**src/rtl/roc_burst_reader.sv**
```systemverilog
`default_nettype none
// ============================================================================
// roc_burst_reader : burst read-back of the roc register file, XOR checksum
// Revision 1.0
// ============================================================================
module roc_burst_reader #(
  parameter int DW  = 8,
  parameter int AW  = 4,
  parameter int DEP = 16
) (
  input  logic          clk,
  input  logic          rst,
  input  logic          start,
  input  logic [AW-1:0] base_addr,
  input  logic [AW-1:0] len,
  input  logic          abort,
  output logic [AW-1:0] mem_addr,
  input  logic [DW-1:0] mem_rdata,
  output logic [DW-1:0] out_data,
  output logic          out_valid,
  input  logic          out_ready,
  output logic          busy,
  output logic          done,
  output logic [DW-1:0] checksum
);

  typedef enum logic [2:0] {
    IDLE  = 3'd0,
    ISSUE = 3'd1,
    CAPT  = 3'd2,
    PRES  = 3'd3,
    DONE  = 3'd4
  } state_t;

  state_t        state, state_nxt;
  logic [AW-1:0] addr_r;
  logic [AW-1:0] cnt;
  logic [AW-1:0] addr_inc;
  logic          load;
  logic          accept;
  logic          advance;

  assign addr_inc = (addr_r == AW'(DEP - 1)) ? '0 : addr_r + 1'b1;

  always_ff @(posedge clk or posedge rst) begin
    if (rst) state <= IDLE;
    else     state <= state_nxt;
  end

  always_comb begin
    state_nxt = state;
    load      = 1'b0;
    accept    = 1'b0;
    advance   = 1'b0;
    busy      = (state != IDLE);
    done      = (state == DONE);
    out_valid = (state == PRES);
    case (state)
      IDLE: begin
        if (start) begin
          load      = 1'b1;
          state_nxt = ISSUE;
        end
      end
      ISSUE: state_nxt = abort ? IDLE : CAPT;
      CAPT:  state_nxt = abort ? IDLE : PRES;
      PRES: begin
        // A handshake coinciding with abort still counts the word.
        if (out_ready) begin
          accept = 1'b1;
          if (abort) begin
            state_nxt = IDLE;
          end else if (cnt == '0) begin
            state_nxt = DONE;
          end else begin
            advance   = 1'b1;
            state_nxt = ISSUE;
          end
        end else if (abort) begin
          state_nxt = IDLE;
        end
      end
      DONE:    state_nxt = IDLE;
      default: state_nxt = IDLE;
    endcase
  end

  // mem_addr is loaded together with addr_r so the synchronous roc read
  // completes during ISSUE and mem_rdata is ready to capture in CAPT.
  always_ff @(posedge clk or posedge rst) begin
    if (rst) begin
      addr_r   <= '0;
      cnt      <= '0;
      mem_addr <= '0;
      out_data <= '0;
      checksum <= '0;
    end else begin
      if (load) begin
        addr_r   <= base_addr;
        mem_addr <= base_addr;
        cnt      <= len;
        checksum <= '0;
      end
      if (advance) begin
        addr_r   <= addr_inc;
        mem_addr <= addr_inc;
        cnt      <= cnt - 1'b1;
      end
      if (state == CAPT) out_data <= mem_rdata;
      if (accept)        checksum <= checksum ^ out_data;
    end
  end

endmodule
`default_nettype wire
```
**config.mk**
```make
export PLATFORM = sky130hd
export DESIGN_NAME = roc_burst_reader
export DESIGN_NICKNAME = d
export VERILOG_FILES = /design/src/rtl/roc_burst_reader.sv
export SDC_FILE = /design/constraint.sdc
export NUM_CORES = 1
export LEC_CHECK = 0
export CAP_MARGIN = 20
export CORE_ASPECT_RATIO = 1.2
export CORE_MARGIN = 1
export CORE_UTILIZATION = 49
export CTS_CLUSTER_DIAMETER = 50
export DETAILED_ROUTE_END_ITERATION = 10
export PLACE_DENSITY = 0.88
export SLEW_MARGIN = 20
export SYNTH_ARGS = -nofsm -noshare
export SYNTH_HDL_FRONTEND = slang
export SYNTH_SLANG_ARGS = --single-unit
```
**constraint.sdc**
```tcl
create_clock -name clk -period 4.76 [get_ports clk]
set_input_delay 0.714 -clock clk [delete_from_list [all_inputs] [get_ports clk]]
set_output_delay 0.714 -clock clk [all_outputs]
set_load 0.02 [all_outputs]
```
# After elaboration in Yosys (flattened, before gate mapping)
# Index checks and enable logic that the tools add are counted.
totals:
  ff_bits: 27
  input_bits: 21
  elab_cells: 44
op_classes:
  n_addsub: 2
  n_eq_ne: 7
  muxes: 23
  bitwise: 1
  n_reduce_logical: 6
ops:
  columns: ["op", "count"]
  rows:
  - ["4-bit two-way mux", 5]
  - ["8-bit two-way mux", 2]
  - ["3-bit two-way mux", 5]
  - ["3-bit one-hot mux with 4 select lines", 1]
  - ["1-bit two-way mux", 8]
  - ["8-bit bitwise XOR", 1]
  - ["3-bit by 2-bit equality test with 1-bit output (second input constant)", 2]
  - ["4-bit by 1-bit adder with 4-bit output (second input constant)", 1]
  - ["4-bit equality test (second input constant)", 1]
  - ["4-bit logical NOT", 1]
  - ["2-bit two-way mux", 2]
  - ["2-bit nonzero test", 2]
  - ["4-bit by 1-bit subtractor with 4-bit output (second input constant)", 1]
  - ["3-bit by 1-bit equality test with 1-bit output (second input constant)", 1]
  - ["3-bit equality test (second input constant)", 1]
  - ["3-bit logical NOT", 1]
  - ["3-bit by 2-bit != test with 1-bit output (second input constant)", 1]
  - ["3-bit nonzero test", 1]
  - ["2-bit != test (second input constant)", 1]
  - ["2-bit AND reduction", 1]

# Longest topological paths before layout
# Gate-level depths: netlist (run 1).
logic_depth:
  word_depth: 6
  ltp_mapped: 6

# Worst setup path before layout (run 1)
# No wires, ideal clock.
synth_timing:
  path_kind: "register to output"
  from: "register state[0]"
  to: "output port done"
  arrival_time_ps: 1066
  setup_slack_ps: 2980
  stages_incl_launch_ff: 3
  n_path_buf: 1
  path_cell_list: "dfrtp_1 > buf_4 > nor3b_1"
synth_between:
  elab_chain_cells: 1
synth_rtl:
  columns: ["element", "line", "text"]
  rows:
  - ["start: declaration", "35", "state_t state, state_nxt;"]
  - ["start signal: assignment", "47", "else state <= state_nxt;"]
  - ["3-bit equality test", "56", "done = (state == DONE);"]
  - ["end: declaration", "23", "output logic done,"]
# Every way passes these cells.

# Final worst setup path (run 1)
layout_timing:
  from: "register state[0]"
  to: "output port busy"
layout_between:
  elab_chain_cells: 1
layout_rtl:
  columns: ["element", "line", "text"]
  rows:
  - ["3-bit nonzero test", "55", "busy = (state != IDLE);"]
  - ["end: declaration", "22", "output logic busy,"]
# Every way passes these cells.

==> impl_metrics.py, run 1 <==
metrics = {
    "sta": {
        "hold_viol": 0,
        "drv_slew": 0,
        "setup_violations": 0,
        "max_freq_ghz": 0.397,
        "rsz0062_at_grt": "false",
        "min_period_ns": 2.52,
        "finalCritPeriodShare": 0.529,
        "fin_skew_ns": 0.00209,
        "finalSetupTns_ns": 0,
        "slew_headroom": 0.378,
        "worst_slack_ns": 2.24,
        "tightest_slew_ns": 0.928,
    },
    "logic_synthesis": {
        "synth_seq_area_share": 0.490,
        "synth-async-reset-ratio": 1.00,
        "synth_edf_count": 0,
        "syn_area_um2": 1380,
        "ys_seq_elements": 27,
        "syn_avg_cell_area_um2": 10.4,
        "ys.flop_type": "dfrtp_1",
        "synth_cell_types": 33,
        "ys_warn_count": 0,
        "syn_inst": 133,
        "syn_nets": 156,
    },
    "worst_setup_path": {
        "crit_buf_inv": 2,
        "crit_slowest_cell": "dfrtp_1",
        "cp-end-kind": "output pin",
        "crit_chain": "nor3_1 -> inv_1 -> clkdlybuf4s50_1",
        "critPathKind": "reg -> out",
        "cp_num_cells": 3,
        "cpPeakStageDelay_ns": 0.55,
        "cp_data_required_time_ns": 4.05,
        "arrival_ns": 1.80,
        "crit_path_max_fanout": 11,
        "r2r_cells": 4,
        "start_kind": "flop",
        "critPathTopFamily": "buffers and inverters",
    },
    "routing": {
        "antenna_left": 0,
        "drt-initial-drc-count": 32,
        "wirelength_mm": 2.95,
        "via_per_inst": 5.65,
        "wl_per_cell_um": 14.2,
        "drc": 0,
        "dr.pass1.iters": 4,
        "vias": 1175,
    },
    "clock_tree": {
        "cts_setup_buffers": 0,
        "clock_latency_ns": 0.31,
        "cts_tree": "yes",
        "cts_root_buffer": "clkbuf_4",
        "ctsHoldBuffers": 0,
        "clock_sinks": 27,
        "path_clk_slew_ns": 0.14,
        "cts_made_buffers": 3,
        "cts-resized-gates": 0,
        "cts_buffer_depth": 2,
        "h-tree-depth": 1,
    },
    "die": {
        "die_w_um": 50.4,
        "fp-row-count": 20,
        "die_area_um2": 3030,
        "fp.coreArea_um2": 2600,
        "fp.dieH_um": 60.1,
        "io_pins": 44,
        "initial_utilization": 0.530,
    },
    "final_layout": {
        "most-common-layout-cells": "clkdlybuf4s50_1 (43), dfrtp_1 (27), o21ai_0 (18)",
        "seqCellArea_um2": 676,
        "multi_input_area_um2": 636,
        "mostFrequentLayoutCell": "clkdlybuf4s50_1",
        "syn2layout_area_growth_pct": 33.1,
        "nets": 199,
        "drive_gt1_frac": 0.114,
        "nFillCells": 212,
        "antenna_cells": 0,
        "fin_area_um2": 1840,
    },
    "global_routing": {
        "overflow": 0,
        "grt_pass1_wl_mm": 4.71,
        "grt_max_degree": 28,
        "antenna_found_initial": 0,
        "grt_usage": 0.202,
        "grt_pass1_vias": 1080,
    },
    "placed_design": {
        "portBuffers": 43,
        "postPlaceCellArea_um2": 1810,
        "pre_cts_ws_ns": 2.36,
        "hpwl_mm": 2.26,
        "gp_congestion": 0.764,
    },
    "min_path": {
        "holdPathStages": 1,
        "hold_path.class": "reg -> reg",
    },
    "power_and_ir_drop": {
        "p_leak_nw": 0.753,
        "power.density_nw_per_um2": 542,
        "ir_drop_v": 0.000282,
        "power_mw": 0.996,
    },
    "job": {
        "maxCapViolations": 0,
    },
    "run_status": {
        "status": "completed",
    },
}
[path summary, 6_finish.rpt]
kind	from	to	slack, ns
worst max-delay path	state[0]	busy	2.24
worst min-delay path	checksum[4]	checksum[4]	0.50
worst max register to register	state[0]	checksum[0]	2.93
worst min register to register	checksum[4]	checksum[4]	0.50
max in group asynchronous	rst	checksum[0]	3.55
min in group asynchronous	rst	out_data[2]	0.79
[area by class of cell]
| class | instances | area share |
|---|---|---|
| flip-flops and latches | 27 | 0.368 |
| clock buffers | 3 | 0.0123 |
| multi-input cells | 94 | 0.346 |
| well taps | 33 | 0.0225 |
| clock inverters | 1 | 0.00272 |
| repair buffers | 43 | 0.234 |
| inverters | 7 | 0.0143 |
[power breakdown]
part	internal (mW)	total, mW	switching [mW]
sequential	0.319	0.427	0.108
combinational	0.245	0.474	0.230
clock	0.0314	0.0950	0.0637
total	0.595	0.996	0.401
[sequential cells by signal, summed over array words and instances (netlist names)]
register	cells
out_data	8
cnt	4
addr_r	4
state	3
checksum	8
[synth_stat cells, types with 2 or more instances]
cell type | n | area (um2)
nand4b_1 | 2 | 17.5
dfrtp_1 | 27 | 676
a21oi_1 | 3 | 15.0
buf_4 | 2 | 15.0
a221o_1 | 2 | 20.0
o21ai_0 | 18 | 90.1
inv_1 | 7 | 26.3
mux2_2 | 8 | 90.1
nor3_1 | 2 | 10.0
o311ai_1 | 2 | 17.5
mux2i_1 | 2 | 20.0
buf_6 | 2 | 22.5
a31oi_1 | 5 | 31.3
nand2_1 | 17 | 63.8
nor2_1 | 15 | 56.3
ha_1 | 2 | 25.0
[per-stage QoR]
step                instances  hold slack [ns]   util
floorplan                 133            0.516      -
global placement          204            0.471  0.695
detailed placement        204            0.481  0.695
CTS                       208            0.500  0.706
global route              208            0.521  0.706
finish                    208            0.498  0.706
[per-layer routing]
metal / routed length, um / vias up / GRT usage
met5: 0 / - / 0
li1: - / 565 / -
met2: 1560 / 38 / 0.381
met3: 124 / 0 / 0.0254
met4: 0 / 0 / 0.0238
met1: 1270 / 572 / 0.253
[kinds of logic after synthesis]
group	Yosys count	share of synthesized area
simple gates	45	0.184
compound gates	36	0.172
flops	27	0.490
buf+inv	12	0.0499
mux	10	0.0798
fa+ha+maj	2	0.0181
xor+xnor	1	0.00635
[worst register-to-register path, delay by kind of cell, from the launching register on]
family | cells | cell delay [ns]
AOI/OAI and AO/OA | 2 | 0.33
and+or+nand+nor | 2 | 0.84
DFF | 1 | 0.55
Note: power is estimated with default switching activity, not from simulation.
==> run 2, diff against run 1 <==
CORE_UTILIZATION = 45   (was 49)
PLACE_DENSITY = 0.82   (was 0.88)
clock period = 2.4 ns   (was 4.76 ns; I/O delays follow)
==> run 2 against run 1 <==
Setup slack worse by 2.0 ns. Via count is 0.26% higher. Sequential power up 99%. Non-clock buffer count is 2 higher. Sequential share of layout area shrank 0.32 points. Clock power grew 100%. Critical endpoint unchanged. First-iteration DRC count grew 47%. Hold slack got worse by 0.12 ns. Design area rose by 0.89%. Largest cell class unchanged. Die area increased by 8.6%. Highest routed layer is now met4. Clock skew grew 0.0071 ns. Routed wire length down 0.88%.
==> impl_metrics.py, run 2 (synthesis results as in run 1) <==
metrics = {
    "run_status": {
        "status": "completed",
    },
    "worst_setup_path": {
        "arrival_ns": 1.81,
        "crit_path_max_fanout": 11,
        "cp_data_required_time_ns": 2.04,
        "critPathKind": "reg -> out",
        "start_kind": "flop",
        "cp-end-kind": "output pin",
    },
    "routing": {
        "drt-initial-drc-count": 47,
        "wirelength_mm": 2.92,
        "antenna_left": 0,
        "drc": 0,
        "vias": 1178,
        "via_per_inst": 5.58,
        "wl_per_cell_um": 13.9,
        "dr.pass1.iters": 4,
    },
    "job": {
        "maxCapViolations": 0,
    },
    "clock_tree": {
        "cts_tree": "yes",
        "ctsHoldBuffers": 0,
        "h-tree-depth": 1,
        "clock_sinks": 27,
        "cts_buffer_depth": 2,
        "cts_root_buffer": "clkbuf_4",
        "path_clk_slew_ns": 0.15,
        "cts_made_buffers": 3,
        "cts-resized-gates": 0,
        "clock_latency_ns": 0.32,
        "cts_setup_buffers": 0,
    },
    "placed_design": {
        "gp_congestion": 0.753,
        "pre_cts_ws_ns": 0.399,
        "portBuffers": 43,
        "hpwl_mm": 2.24,
        "placedCellCount": 207,
    },
    "sta": {
        "fin_skew_ns": 0.00918,
        "hold_slack_ns": 0.379,
        "min_period_ns": 2.17,
        "worst_slack_ns": 0.225,
        "slew_headroom": 0.701,
        "finalCritPeriodShare": 0.906,
        "setup_violations": 0,
        "tightest_slew_ns": 0.448,
        "hold_viol": 0,
        "finalSetupTns_ns": 0,
        "max_freq_ghz": 0.460,
        "drv_slew": 0,
        "rsz0062_at_grt": "false",
    },
    "min_path": {
        "hold_path.class": "in -> async",
    },
    "power_and_ir_drop": {
        "comb_power_share": 0.476,
        "power.density_nw_per_um2": 1070,
        "internal-power_mw": 1.19,
        "p_leak_nw": 0.767,
        "seqPwrFrac": 0.427,
        "ir_drop_v": 0.000536,
        "p_switching_mw": 0.799,
        "p_clk_frac": 0.097,
        "power_mw": 1.98,
        "switching_share": 0.403,
    },
    "final_layout": {
        "layoutNonFillerInstCount": 211,
        "nets": 201,
        "drive_gt1_frac": 0.124,
        "antenna_cells": 0,
        "syn2layout_area_growth_pct": 34.3,
        "largestRegisters": "checksum (8), out_data (8)",
        "mostFrequentLayoutCell": "clkdlybuf4s50_1",
        "most-common-layout-cells": "clkdlybuf4s50_1 (43), dfrtp_1 (27), o21ai_0 (18)",
    },
    "global_routing": {
        "grt_max_degree": 28,
        "grt_usage": 0.187,
        "overflow": 0,
        "antenna_found_initial": 0,
        "grt_pass1_wl_mm": 4.80,
        "grt_pass1_vias": 1092,
    },
    "die": {
        "initial_utilization": 0.482,
        "fp-row-count": 21,
        "io_pins": 44,
        "die_area_um2": 3290,
        "fp.coreArea_um2": 2860,
        "die_w_um": 52.6,
        "fp.dieH_um": 62.7,
    },
}
run 2: cell count changes in the layout (fill, tap and decap cells not counted):
| cell | before | now |
|---|---|---|
| inv_1 | 6 | 7 |
| clkinv_1 | 1 | 0 |
| buf_4 | 0 | 2 |
run 2: area by class of cell:
class	count	area [um2]
Clock buffer	3	22.5
Inverter	7	26.3
Sequential cell	27	676
Tap cell	34	42.5
Clock inverter	1	5.00
Fill cell	236	1010
Timing Repair Buffer	45	445
Multi-Input combinational cell	94	636
run 2: stage by stage:
stage,instance area [um2],utilization
4_1_cts,1850,0.647
3_5_place_dp,1830,0.637
6_report,1850,0.647
3_3_place_gp,1830,0.637
5_1_grt,1850,0.647
2_1_floorplan,1380,-
run 2: critical path, cell delays in order, from the launching register on:
cell and delay [ns]:
dfrtp_1 0.55, nor3_1 0.34, inv_1 0.08, clkdlybuf4s50_1 0.54
run 2: per-layer routing:
layer  GRT usage  share of wire
met5           0              0
met4      0.0395         0.0014
met1       0.239           0.41
met2       0.323           0.53
met3      0.0316          0.057
run 2: power groups by stage:
| stage | combinational, mW | clock [mW] | sequential [mW] |
|---|---|---|---|
| 2_1_floorplan | 0.417 | 0 | 0.954 |
| 3_3_place_gp | 0.919 | 0 | 0.836 |
| 3_5_place_dp | 0.953 | 0 | 0.854 |
| 4_1_cts | 0.955 | 0.202 | 0.846 |
| 5_1_grt | 1.02 | 0.224 | 0.876 |
| 6_report | 0.944 | 0.192 | 0.848 |
run 2: worst paths after layout:
| check | start | endpoint | slack [ns] | cells after the start |
|---|---|---|---|---|
| max reg2reg | cnt[0] | cnt[0] | 0.64 | 6 |
| max in group asynchronous | rst | cnt[3] | 1.76 | 3 |
| max | state[0] | busy | 0.23 | 3 |
| min | rst | out_data[1] | 0.38 | 3 |
| min in group clk | checksum[4] | checksum[4] | 0.50 | 1 |
| min reg2reg | checksum[4] | checksum[4] | 0.50 | 1 |
